[src/rtl/axi4_slave_write_ctrl_if.sv]
// AXI4 write-channel bundle (AW, W, B) between a write master and the slave front end.
interface axi4_slave_write_ctrl_if #(
  parameter int unsigned DATA_WIDTH = 32,
  parameter int unsigned ADDR_WIDTH = 16
);
  logic [ADDR_WIDTH-1:0] AWADDR;
  logic [7:0]            AWLEN;
  logic [2:0]            AWSIZE;
  logic                  AWVALID;
  logic                  AWREADY;
  logic [DATA_WIDTH-1:0] WDATA;
  logic                  WLAST;
  logic                  WVALID;
  logic                  WREADY;
  logic [1:0]            BRESP;
  logic                  BVALID;
  logic                  BREADY;

  modport master (
    output AWADDR, AWLEN, AWSIZE, AWVALID, WDATA, WLAST, WVALID, BREADY,
    input  AWREADY, WREADY, BRESP, BVALID
  );

  modport slave (
    input  AWADDR, AWLEN, AWSIZE, AWVALID, WDATA, WLAST, WVALID, BREADY,
    output AWREADY, WREADY, BRESP, BVALID
  );
endinterface

[src/rtl/axi4_slave_write_ctrl.sv]
// AXI4 slave write front end: one AW burst at a time, one memory word write per W beat,
// one B response per burst; illegal bursts are drained without writing and answered SLVERR.
module axi4_slave_write_ctrl #(
  parameter int unsigned DATA_WIDTH = 32,
  parameter int unsigned ADDR_WIDTH = 16,
  parameter int unsigned MEM_DEPTH  = 4096
) (
  input  logic                          clk,
  input  logic                          ARESTN,
  axi4_slave_write_ctrl_if.slave        s_axi,
  output logic                          mem_we,
  output logic [$clog2(MEM_DEPTH)-1:0]  mem_addr,
  output logic [DATA_WIDTH-1:0]         mem_wdata,
  output logic [DATA_WIDTH/8-1:0]       mem_wstrb
);

  localparam int unsigned NBYTES = DATA_WIDTH / 8;
  localparam int unsigned BSHIFT = $clog2(NBYTES);
  localparam int unsigned MAW    = $clog2(MEM_DEPTH);
  localparam int unsigned LW     = ADDR_WIDTH + 17;
  localparam int unsigned SW     = 2 * NBYTES;
  localparam logic [1:0]  OKAY   = 2'b00;
  localparam logic [1:0]  SLVERR = 2'b10;

  typedef enum logic [1:0] {IDLE, DATA, RESP} state_e;

  state_e                state_q, state_d;
  logic [ADDR_WIDTH-1:0] addr_q;
  logic [7:0]            len_q;
  logic [2:0]            size_q;
  logic [7:0]            cnt_q;
  logic                  err_q;
  logic                  awready_q;
  logic                  wready_q;
  logic                  bvalid_q;
  logic [1:0]            bresp_q;

  logic                  aw_hs_c;
  logic                  w_hs_c;
  logic                  b_hs_c;
  logic                  cnt_done_c;
  logic                  last_beat_c;
  logic                  wlast_err_c;
  logic                  aw_err_c;
  logic [16:0]           bytes_c;
  logic [16:0]           end4k_c;
  logic [LW-1:0]         last_byte_c;
  logic [SW-1:0]         strb_wide_c;

  assign s_axi.AWREADY = awready_q;
  assign s_axi.WREADY  = wready_q;
  assign s_axi.BVALID  = bvalid_q;
  assign s_axi.BRESP   = bresp_q;

  // Burst legality, handshakes, lane mask and next state
  always_comb begin
    bytes_c     = (17'(s_axi.AWLEN) + 17'd1) << s_axi.AWSIZE;
    end4k_c     = 17'(s_axi.AWADDR[11:0]) + bytes_c;
    last_byte_c = LW'(s_axi.AWADDR) + LW'(bytes_c) - LW'(1);
    aw_err_c    = (end4k_c > 17'd4096)
               || (32'(s_axi.AWSIZE) > BSHIFT)
               || ((last_byte_c >> BSHIFT) >= LW'(MEM_DEPTH));

    aw_hs_c     = s_axi.AWVALID & awready_q;
    w_hs_c      = s_axi.WVALID & wready_q;
    b_hs_c      = bvalid_q & s_axi.BREADY;
    cnt_done_c  = (cnt_q == len_q);
    last_beat_c = cnt_done_c | s_axi.WLAST;
    wlast_err_c = cnt_done_c ^ s_axi.WLAST;
    strb_wide_c = ((SW'(1) << (8'd1 << size_q)) - SW'(1))
                  << (addr_q & ADDR_WIDTH'(NBYTES - 1));

    state_d = state_q;
    unique case (state_q)
      IDLE:    if (aw_hs_c) state_d = DATA;
      DATA:    if (w_hs_c && last_beat_c) state_d = RESP;
      RESP:    if (b_hs_c) state_d = IDLE;
      default: state_d = IDLE;
    endcase
  end

  always_ff @(posedge clk or negedge ARESTN) begin
    if (!ARESTN) state_q <= IDLE;
    else         state_q <= state_d;
  end

  // Handshake outputs follow the next state so they change on the same edge as the FSM
  always_ff @(posedge clk or negedge ARESTN) begin
    if (!ARESTN) begin
      addr_q    <= '0;
      len_q     <= '0;
      size_q    <= '0;
      cnt_q     <= '0;
      err_q     <= 1'b0;
      awready_q <= 1'b0;
      wready_q  <= 1'b0;
      bvalid_q  <= 1'b0;
      bresp_q   <= OKAY;
      mem_we    <= 1'b0;
      mem_addr  <= '0;
      mem_wdata <= '0;
      mem_wstrb <= '0;
    end else begin
      mem_we    <= 1'b0;
      awready_q <= (state_d == IDLE);
      wready_q  <= (state_d == DATA);
      bvalid_q  <= (state_d == RESP);

      if (state_q == IDLE && aw_hs_c) begin
        addr_q <= s_axi.AWADDR;
        len_q  <= s_axi.AWLEN;
        size_q <= s_axi.AWSIZE;
        cnt_q  <= 8'd0;
        err_q  <= aw_err_c;
      end

      if (state_q == DATA && w_hs_c) begin
        if (!err_q) begin
          mem_we    <= 1'b1;
          mem_addr  <= MAW'(addr_q >> BSHIFT);
          mem_wdata <= s_axi.WDATA;
          mem_wstrb <= NBYTES'(strb_wide_c);
        end
        addr_q <= addr_q + (ADDR_WIDTH'(1) << size_q);
        cnt_q  <= cnt_q + 8'd1;
        if (wlast_err_c) err_q <= 1'b1;
        if (last_beat_c) bresp_q <= (err_q || wlast_err_c) ? SLVERR : OKAY;
      end

      if (state_q == RESP && b_hs_c) bresp_q <= OKAY;
    end
  end

endmodule

[src/flat_wrapper.sv]
// flat-port wrapper written by rule: the top's interface ports become plain ports
module axi4_slave_write_ctrl_flat 
#(
  parameter int unsigned DATA_WIDTH = 32,
  parameter int unsigned ADDR_WIDTH = 16,
  parameter int unsigned MEM_DEPTH  = 4096
)
  (clk, ARESTN, mem_we, mem_addr, mem_wdata, mem_wstrb, s_axi_AWADDR, s_axi_AWLEN, s_axi_AWSIZE, s_axi_AWVALID, s_axi_WDATA, s_axi_WLAST, s_axi_WVALID, s_axi_BREADY, s_axi_AWREADY, s_axi_WREADY, s_axi_BRESP, s_axi_BVALID);
  axi4_slave_write_ctrl_if #(.DATA_WIDTH(DATA_WIDTH), .ADDR_WIDTH(ADDR_WIDTH)) s_axi_i ();
  input  logic clk;
  input  logic ARESTN;
  output logic mem_we;
  output logic [$clog2(MEM_DEPTH)-1:0] mem_addr;
  output logic [DATA_WIDTH-1:0] mem_wdata;
  output logic [DATA_WIDTH/8-1:0] mem_wstrb;
  input wire logic [$bits(s_axi_i.AWADDR)-1:0] s_axi_AWADDR;
  input wire logic [$bits(s_axi_i.AWLEN)-1:0] s_axi_AWLEN;
  input wire logic [$bits(s_axi_i.AWSIZE)-1:0] s_axi_AWSIZE;
  input wire logic [$bits(s_axi_i.AWVALID)-1:0] s_axi_AWVALID;
  input wire logic [$bits(s_axi_i.WDATA)-1:0] s_axi_WDATA;
  input wire logic [$bits(s_axi_i.WLAST)-1:0] s_axi_WLAST;
  input wire logic [$bits(s_axi_i.WVALID)-1:0] s_axi_WVALID;
  input wire logic [$bits(s_axi_i.BREADY)-1:0] s_axi_BREADY;
  output wire logic [$bits(s_axi_i.AWREADY)-1:0] s_axi_AWREADY;
  output wire logic [$bits(s_axi_i.WREADY)-1:0] s_axi_WREADY;
  output wire logic [$bits(s_axi_i.BRESP)-1:0] s_axi_BRESP;
  output wire logic [$bits(s_axi_i.BVALID)-1:0] s_axi_BVALID;
  assign s_axi_i.AWADDR = s_axi_AWADDR;
  assign s_axi_i.AWLEN = s_axi_AWLEN;
  assign s_axi_i.AWSIZE = s_axi_AWSIZE;
  assign s_axi_i.AWVALID = s_axi_AWVALID;
  assign s_axi_i.WDATA = s_axi_WDATA;
  assign s_axi_i.WLAST = s_axi_WLAST;
  assign s_axi_i.WVALID = s_axi_WVALID;
  assign s_axi_i.BREADY = s_axi_BREADY;
  assign s_axi_AWREADY = s_axi_i.AWREADY;
  assign s_axi_WREADY = s_axi_i.WREADY;
  assign s_axi_BRESP = s_axi_i.BRESP;
  assign s_axi_BVALID = s_axi_i.BVALID;
  axi4_slave_write_ctrl #(.DATA_WIDTH(DATA_WIDTH), .ADDR_WIDTH(ADDR_WIDTH), .MEM_DEPTH(MEM_DEPTH)) u_core (.clk(clk), .ARESTN(ARESTN), .s_axi(s_axi_i), .mem_we(mem_we), .mem_addr(mem_addr), .mem_wdata(mem_wdata), .mem_wstrb(mem_wstrb));
endmodule
[config.mk]
export PLATFORM = sky130hd
export DESIGN_NAME = axi4_slave_write_ctrl_flat
export DESIGN_NICKNAME = d
export VERILOG_FILES = /design/src/rtl/axi4_slave_write_ctrl_if.sv /design/src/rtl/axi4_slave_write_ctrl.sv /design/src/flat_wrapper.sv
export SDC_FILE = /design/constraint.sdc
export NUM_CORES = 1
export LEC_CHECK = 0
export BUFFER_PORTS_ARGS = -buffer_cell sky130_fd_sc_hd__buf_2
export CORE_UTILIZATION = 55
export CTS_CLUSTER_DIAMETER = 200
export DETAILED_ROUTE_END_ITERATION = 6
export GPL_TIMING_DRIVEN = 0
export PLACE_DENSITY_LB_ADDON = 0.25
export REMOVE_ABC_BUFFERS = 1
export SLEW_MARGIN = 0
export SYNTH_ARGS = -nofsm -noshare
export SYNTH_HDL_FRONTEND = slang
export SYNTH_SLANG_ARGS = --single-unit
export TNS_END_PERCENT = 1
[constraint.sdc]
create_clock -name clk -period 5.4 [get_ports clk]
set_input_delay 1.08 -clock clk [delete_from_list [all_inputs] [get_ports clk]]
set_output_delay 1.08 -clock clk [all_outputs]
set_load 0.02 [all_outputs]
* Yosys cells after proc, flatten, opt, wreduce, memory -nomap -nowiden *
Cells that the tools add are included.

word-level totals
  register bits after elaboration = 92
  bits in latches = 0
  bits in writable memories = 0
  memory bits (read-only) = 0
  output and inout bits = 54
  memories kept = 0

operators by class
  add/subtract/negate cells = 7
  multiply operators = 0
  div/mod/pow operators = 0
  order comparisons = 3
  equal/unequal tests = 5
  shift operators = 5
  multiplexer cells = 17
  bitwise gates (word level) = 6
  reduce and logical (&&, ||, !) cells = 14

operator list
  kind                   count
  $sub 33x1->33 const B  1
  $mux 16                2
  $ge 31x13->1 const B   1
  $add 16x17->18         1
  $add 12x17->17         1
  $gt 17x13->1 const B   1
  $shl 17x3->17          1
  $add 16x16->16         1
  $mux 8                 2
  $shl 1x3->16 const A   1
  $mux 2                 7
  $add 8x1->9 const B    1
  $add 8x1->8 const B    1
  $eq 8x8->1             1
  $shl 1x3->8 const A    1
  $shl 1x8->8 const A    1
  $shl 8x2->4            1
  $sub 8x2->8 const B    1
  $pmux 2 s3             1
  $reduce_bool 2->1      3
  $mux 1                 5
  $eq 2x1->1 const B     2
  $eq 2x2->1 const B     2
  $logic_and 1x1->1      4
  other kinds (8)        14

* Depth between registers and ports, before layout *
Gate-level depths: netlist (run 1).

  word-level depth = 9
  depth in mapped cells = 25
  gate-level depth less buffers = 25

* Least setup slack after synthesis (run 1) *
Ideal clock, no wire load.

  path type = input to register
  from = in s_axi_AWLEN[0]
  to = reg u_core.err_q
  library setup time = 0.128 ns
  arrival time = 5.437 ns
  required time = 5.272 ns
  slack = -0.165 ns
  stages = 24
  cells stage by stage = ha_1 -> and4_1 -> nand2_1 -> a32o_1 -> nand2_1 -> o21ai_0 -> a21oi_1 -> o21ai_0 -> nor2_1 -> a21oi_1 -> ha_1 -> a2111oi_4 -> a221o_1 -> a21oi_2 -> a221o_1 -> mux2_4 -> or3b_1 -> nor3_2 -> ha_1 -> nor3b_1 -> nand3_1 -> mux2_2 -> nor3_1 -> nor3_1

between the ends
  word-level cells in the longest chain between the ends = 9
  elaborated cells on any way between the ends = 12
  classes of those cells = add/sub (4); order compare (2); shift (1); mux (3); reduce/logical (2)

RTL lines
  element                                                  RTL line                                                  RTL
  start: declaration                                       flat_wrapper.sv:17                                        input wire logic [$bits(s_axi_i.AWLEN)-1:0] s_axi_AWLEN;
  $add 8x1->9 *                                            axi4_slave_write_ctrl.sv:57                               bytes_c = (17'(s_axi.AWLEN) + 17'd1) << s_axi.AWSIZE;
  $shl 17x3->17 *                                          axi4_slave_write_ctrl.sv:57
  $add 16x17->18 / $add 12x17->17 (equally long branches)  axi4_slave_write_ctrl.sv:59, axi4_slave_write_ctrl.sv:58
  $sub 33x1->33 / $gt 17x13->1 (equally long branches)     axi4_slave_write_ctrl.sv:59, axi4_slave_write_ctrl.sv:60
  $ge 31x13->1 / $logic_or 1x1->1 (equally long branches)  axi4_slave_write_ctrl.sv:62, axi4_slave_write_ctrl.sv:61
  $logic_or 1x1->1 *                                       axi4_slave_write_ctrl.sv:62                               || ((last_byte_c >> BSHIFT) >= LW'(MEM_DEPTH));
  $mux 1 *                                                 axi4_slave_write_ctrl.sv:109                              if (state_q == IDLE && aw_hs_c) begin
  $mux 1                                                   axi4_slave_write_ctrl.sv:126                              if (wlast_err_c) err_q <= 1'b1;
  $mux 1 *                                                 axi4_slave_write_ctrl.sv:117                              if (state_q == DATA && w_hs_c) begin
  end signal: assignment                                   axi4_slave_write_ctrl.sv:114                              err_q <= aw_err_c;
  end: declaration                                         axi4_slave_write_ctrl.sv:32                               logic err_q;

Every way passes the cells marked *; elsewhere a longest branch is shown, timed or not.
A chain may end at the register's enable or synchronous reset.

* Worst setup path in the final report (run 1) *
  from = in s_axi_AWLEN[1]
  to = reg u_core.err_q

Same word-level chain as after synthesis.

==> results_dict.tcl, run 1 <==
set metrics [dict create \
    dr_total_vias 5360 \
    netlist_area_um2 5610 \
    hold_class "reg2reg" \
    grt_max_degree 60 \
    power.density_nw_per_um2 431.6 \
    grt_pass1_wl_um 21870 \
    cp_max_fo 7 \
    yosysTopAreaCellShare_pct 39.70 \
    drive_above_1_share_pct 24.22 \
    synth_edf_count 0 \
    crit_required_ps 5640 \
    outcome "complete, no violations" \
    grt_pass1_vias 4878 \
    synth.yosys.seq_area_share_pct 39.70 \
    clockBufferDepth 2 \
    worst-setup-path-type "in2reg" \
    synthFlopType "dfrtp_1" \
    antennaDiodeCount 0 \
    regArea_um2 2227 \
    p_leak_nw 3.485 \
    clk_latency_ps 370 \
    nFillCells 815 \
    synth_cell_type_count 75 \
    place_congestion 0.8642 \
    synth_largest_area_cell "dfrtp_1" \
    maxSlewViolCount 0 \
    layout.cells.non_filler 934 \
    timing.fmax_mhz 188.8 \
    final.setup_skew_ps 12.80 \
    antenna_found_initial 0 \
    rsz0062_at_grt "yes" \
    tritoncts "built" \
    drv_cap 0 \
    hold_violations 0 \
    multiInputGateArea_um2 3327 \
    slew-limit-headroom_pct 21.94 \
    overflow 0 \
    hpwl_um 9569 \
    fp.dieH_um 103 \
    drc 0 \
    syn2layout_area_growth_pct 21.45 \
    coreArea_um2 9819 \
    placementRows 36 \
    clkTransAtPathRegs_ps 80 \
    cts_buffers 9 \
    worst_pin_slew_ps 1167 \
    wl_per_cell_um 15.01 \
    viasPerCell 5.739 \
    drt_wl_total_um 14020 \
    synth.most_common_cell "nand2_1" \
    ys_ff_latch 89 \
    nets 891 \
    ys_warn_count 0 \
    cts_root_buf "clkbuf_8" \
    preCtsSetupSlack_ps -1006 \
    setup_ws_ps 102.4 \
    dp.cells 898 \
    cts.sinks 89 \
    drt_first_pass_iters 5 \
    synthArstFlopShare_pct 100.0 \
    synthTopCellsByCount "nand2_1 (219), dfrtp_1 (89), nor2_1 (39)" \
    max-vdd-ir-drop_mv 0.1959 \
    cpMostUsedCell "buf_4" \
    die_x_um 103 \
    numPortBuffers 117 \
    drt_iter0_markers 360 \
    synth_cells 687 \
    grtUsageTotal_pct 26.53 \
    critPathArrivalTime_ps 5540 \
    cp-end-kind "flip-flop" \
    avgSynthCellArea_um2 8.166 \
    netlist_top_cells_area "dfrtp_1 (40%), nand2_1 (15%), ha_1 (6.2%), o21ai_0 (3.4%), nor2_1 (2.6%)" \
    critPathMaxStageDelay_ps 380 \
    crit_path_start_kind "primary input" \
    start_util_pct 57.14 \
    dieArea_um2 10610 \
    path_cells "buf_4 -> ha_4 -> buf_4 -> xor2_1 -> mux2i_1 -> nor2_1 -> a21oi_1 -> nor2_1 -> ha_1 -> and2b_1 -> o31ai_2 -> a221o_2 -> buf_4 -> a21oi_4 -> a221o_1 -> mux2_4 -> or3b_1 -> nor3_2 -> ha_1 -> nor3b_4 -> nand3b_1 -> mux2_4 -> nor3_4 -> nor3_2" \
    drtAntennaViolNets 0 \
    p_total_w 0.002941 \
    setup_viol 0 \
    io_pins 119 \
    min_period_ps 5298 \
    h-tree-depth 3 \
    worst_path_max_delay_cell "ha_1" \
    fin_crit_sh_pct 98.10 \
]
repair_timing:
action | 4_1_cts | 5_1_grt
resized for setup | 25 | 26
setup buffers | 9 | 10
hold endpoints to repair | 0 | 0
hold buffers | 0 | 0
pin swaps | 16 | 16
setup endpoints to repair | 1 | 1
critical path, delay by kind of cell:
kind,cells,cell delay [ps]
AND/OR/NAND/NOR,9,1370
AO/OA/AOI/OAI,5,1100
multiplexers,3,770
adder cells (fa/ha/maj),3,680
buffers and inverters,3,410
XOR/XNOR,1,150
report_power, final:
group          switching (W)  total [W]  leakage, nW  internal (W)
sequential          0.000209    0.00114         1.14      0.000930
clock               0.000229   0.000516        0.117      0.000287
combinational       0.000787    0.00129         2.22      0.000499
cell type report:
type	instances	share of cell area (%)
flip-flops and latches	89	32.68
clock inverters	4	1.083
well taps	133	2.442
repair buffers	138	11.59
multi-input cells	538	48.82
inverters	20	1.102
clock buffers	12	2.277
logic make-up (layout without fill, tap and decap cells):
group / Yosys count / after routing / share of synthesized area [%]
and+or+nand+nor: 339 / 339 / 26.43
AOI/OAI and AO/OA: 136 / 136 / 17.22
DFF: 89 / 89 / 39.70
buffers and inverters: 60 / 174 / 4.215
adders and majority gates: 30 / 30 / 6.958
xor gates and xnor gates: 24 / 24 / 3.881
muxes: 8 / 8 / 1.539
other: 1 / 1 / 0.06684
registers in the layout, indices dropped and copies added (netlist names):
signal,flops
u_core.s_axi.AWREADY,1
u_core.mem_wdata,32
u_core.size_q,3
u_core.cnt_q,8
u_core.err_q,1
u_core.s_axi.WREADY,1
u_core.state_q,2
u_core.len_q,8
u_core.addr_q,14
u_core.mem_addr,12
u_core.mem_wstrb,4
u_core.mem_we,1
u_core.s_axi.BVALID,1
u_core.s_axi.BRESP,1
placed cells by master (no fill, tap or decap), types with 4 or more instances in the layout:
cell type,instances
a221o_1,4
a21o_1,7
nor3b_1,4
mux2i_1,6
o21ai_1,4
inv_1,18
buf_2,113
xor2_1,14
o311ai_0,4
a21oi_2,6
o21a_1,4
xnor2_1,9
a22oi_1,7
nor2b_1,7
o211ai_1,5
nor3_1,10
ha_1,22
nand4_1,6
o21ai_0,32
nor4_1,4
nand2_1,217
a21oi_1,16
buf_4,20
nand3_1,15
a211oi_1,4
a31oi_1,5
nand2b_1,4
nor2_1,38
and3_1,5
dfrtp_1,89
clkbuf_8,11
through the flow:
stage,utilization [%],area (um2),hold slack (ps),setup TNS [ps]
after global placement,63.15,6201,451.8,-852.1
after global routing,69.39,6814,492.1,-157.2
after detailed placement,63.47,6232,457.4,-1006
final,69.39,6814,470.2,0
after floorplan,-,5449,449.3,-133.9
after CTS,67.48,6626,477.4,0
routing by layer:
layer	vias to the layer above	GRT usage (%)	share of wire [%]
met5	-	0	0
met4	0	12.46	2.4
met3	33	4.610	5.9
met2	211	44.72	48
met1	2528	33.20	44
li1	2588	-	-
path summary, 6_finish.rpt:
check	startpoint	to	slack (ps)	cells past startpoint
max in group asynchronous	ARESTN	u_core.mem_wdata[22]	4130	2
setup reg to reg	u_core.size_q[0]	u_core.addr_q[12]	2130	13
hold / removal	u_core.mem_wdata[27]	u_core.mem_wdata[27]	470	2
min in group asynchronous	ARESTN	u_core.mem_wdata[14]	640	1
hold reg to reg	u_core.mem_wdata[27]	u_core.mem_wdata[27]	470	2
setup / recovery	s_axi_AWLEN[1]	u_core.err_q	100	24
(Power assumes the default switching activity.)
==> run 2: changes to the inputs <==
REMOVE_ABC_BUFFERS = not set   (was 1)
==> results_dict.tcl, run 2 (synthesized netlist as in run 1, its figures left out) <==
set metrics [dict create \
    outcome "complete, no violations" \
    h-tree-depth 3 \
    io_pins 119 \
    p_leak_nw 3.538 \
    setup_viol 0 \
    layout_commonest_cell "nand2_1" \
    max-vdd-ir-drop_mv 0.2023 \
    timing.rr.start "u_core.size_q[0]" \
    nFillCells 799 \
    final.setup_skew_ps 10.04 \
    clockBufferDepth 2 \
    min_path_cells 2 \
    grt_max_degree 66 \
    worst-setup-path-type "in2reg" \
    overflow 0 \
    grt_pass1_wl_um 22180 \
    placed_area_um2 6399 \
    worstHoldStart "u_core.mem_wdata[18]" \
    tns_ps 0 \
    dr_total_vias 5387 \
    largest_register "u_core.mem_wdata" \
    critPathArrivalTime_ps 5620 \
    maxSlewViolCount 0 \
    antennaDiodeCount 0 \
    synth_fp_nets 782 \
    timing.fmax_mhz 186.1 \
    drive_above_1_share_pct 23.32 \
    cp-end-kind "flip-flop" \
    postCtsHoldBufs 0 \
    pwr-share-comb_pct 47.1 \
    hpwl_um 10420 \
    rrSetupSlack_ps 2090 \
    setup_ws_ps 26.34 \
    cp_max_fo 10 \
    intPower_w 0.001634 \
    critPathCapture "u_core.err_q" \
    hold_class "reg2reg" \
    cts.sinks 89 \
    final_cell_mix "nand2_1 (217), buf_2 (112), dfrtp_1 (89)" \
    fp.dieH_um 103 \
    clk_latency_ps 360 \
    viasPerCell 5.582 \
    pwr-share-clk_pct 14.5 \
    place_congestion 0.8467 \
    start_util_pct 57.14 \
    grt_pass1_vias 4792 \
    sw_frac_of_total_pct 43.16 \
    worst_pin_slew_ps 620.1 \
    drc 0 \
    switchingPower_w 0.001241 \
    tritoncts "built" \
    drt_wl_total_um 14260 \
    syn2layout_area_growth_pct 23.82 \
    cts_root_buf "clkbuf_8" \
    seqPwrFrac_pct 38.4 \
    min_period_ps 5374 \
    die_x_um 103 \
    drt_first_pass_iters 5 \
    slew-limit-headroom_pct 58.51 \
    drtAntennaViolNets 0 \
    power.density_nw_per_um2 414.0 \
    largestRegisters "u_core.mem_wdata: 32 flops, u_core.addr_q: 14 flops, u_core.mem_addr: 12 flops" \
    nets 923 \
    coreArea_um2 9819 \
    drt_iter0_markers 353 \
    dieArea_um2 10610 \
    fin_crit_sh_pct 99.51 \
    crit_required_ps 5650 \
    placementRows 36 \
    hold_violations 0 \
    worst_r2r_path_depth 14 \
    numPortBuffers 114 \
    crit_start "s_axi_AWSIZE[0]" \
    grtUsageTotal_pct 26.78 \
    clkTransAtPathRegs_ps 80 \
    rsz0062_at_grt "yes" \
    drv_cap 0 \
    final_area_um2 6947 \
    largest_reg_flops 32 \
    cts_buffers 9 \
    preCtsSetupSlack_ps -763.7 \
    antenna_found_initial 0 \
    p_total_w 0.002876 \
    crit_path_start_kind "primary input" \
    wl_per_cell_um 14.78 \
    timing.rr.end "u_core.addr_q[10]" \
    fin_util_pct 70.74 \
]
run 2: per-stage QoR:
step / instances / hold slack (ps)
6_report: 965 / 474.5
5_1_grt: 965 / 495.8
4_1_cts: 954 / 476.9
3_5_place_dp: 935 / 457.1
3_3_place_gp: 934 / 452.1
2_1_floorplan: 687 / 449.3
run 2: metal layers:
layer / vias up / global-route usage, % / wire length, um
met5: - / 0 / 0
met4: 0 / 9.101 / 321
met3: 28 / 4.339 / 808
met2: 186 / 44.21 / 6705
met1: 2524 / 35.89 / 6424
li1: 2649 / - / -
run 2: cell type report:
type	count	area, um2	area share, %
multi-input cells	538	3348	48.20
clock inverters	2	13.76	0.1981
inverters	20	75.07	1.081
clock buffers	13	158.9	2.287
well taps	133	166.4	2.396
flip-flops and latches	89	2227	32.06
plain buffers	40	195.2	2.810
repair buffers	130	762.0	10.97
run 2: worst min-delay path by stage:
stage	end
final	u_core.mem_wdata[18]
after global routing	u_core.mem_wdata[17]
after CTS	u_core.mem_wdata[31]
after detailed placement	u_core.mem_wdata[31]
after global placement	u_core.mem_wdata[28]
after floorplan	u_core.mem_addr[11]
run 2: critical path, cell delays in order:
cell and delay (ps):
buf_4 150, buf_8 130, buf_8 130, mux2i_1 140, or3_1 380, fa_1 490
and2b_1 320, o31ai_4 90, a221o_2 470, and2_4 190, a221o_1 290, mux2_4 270
or3b_4 380, nor3_4 120, ha_1 140, nor3b_4 180, nand3b_1 90, mux2_4 310
nor3_4 210, nor3_2 50
run 2: power by group through the flow:
stage,Clock (W),Combinational (W),Sequential [W]
after floorplan,0,0.000692,0.00129
after global placement,0,0.00124,0.00110
after detailed placement,0,0.00129,0.00112
after CTS,0.000427,0.00131,0.00110
after global routing,0.000450,0.00151,0.00114
final,0.000417,0.00135,0.00110
run 2: repair_timing:
action,4_1_cts,5_1_grt
resized for setup,22,47
endpoints found under the setup margin,1,1
setup buffers,4,10
cloned,0,1
pin swaps,16,23
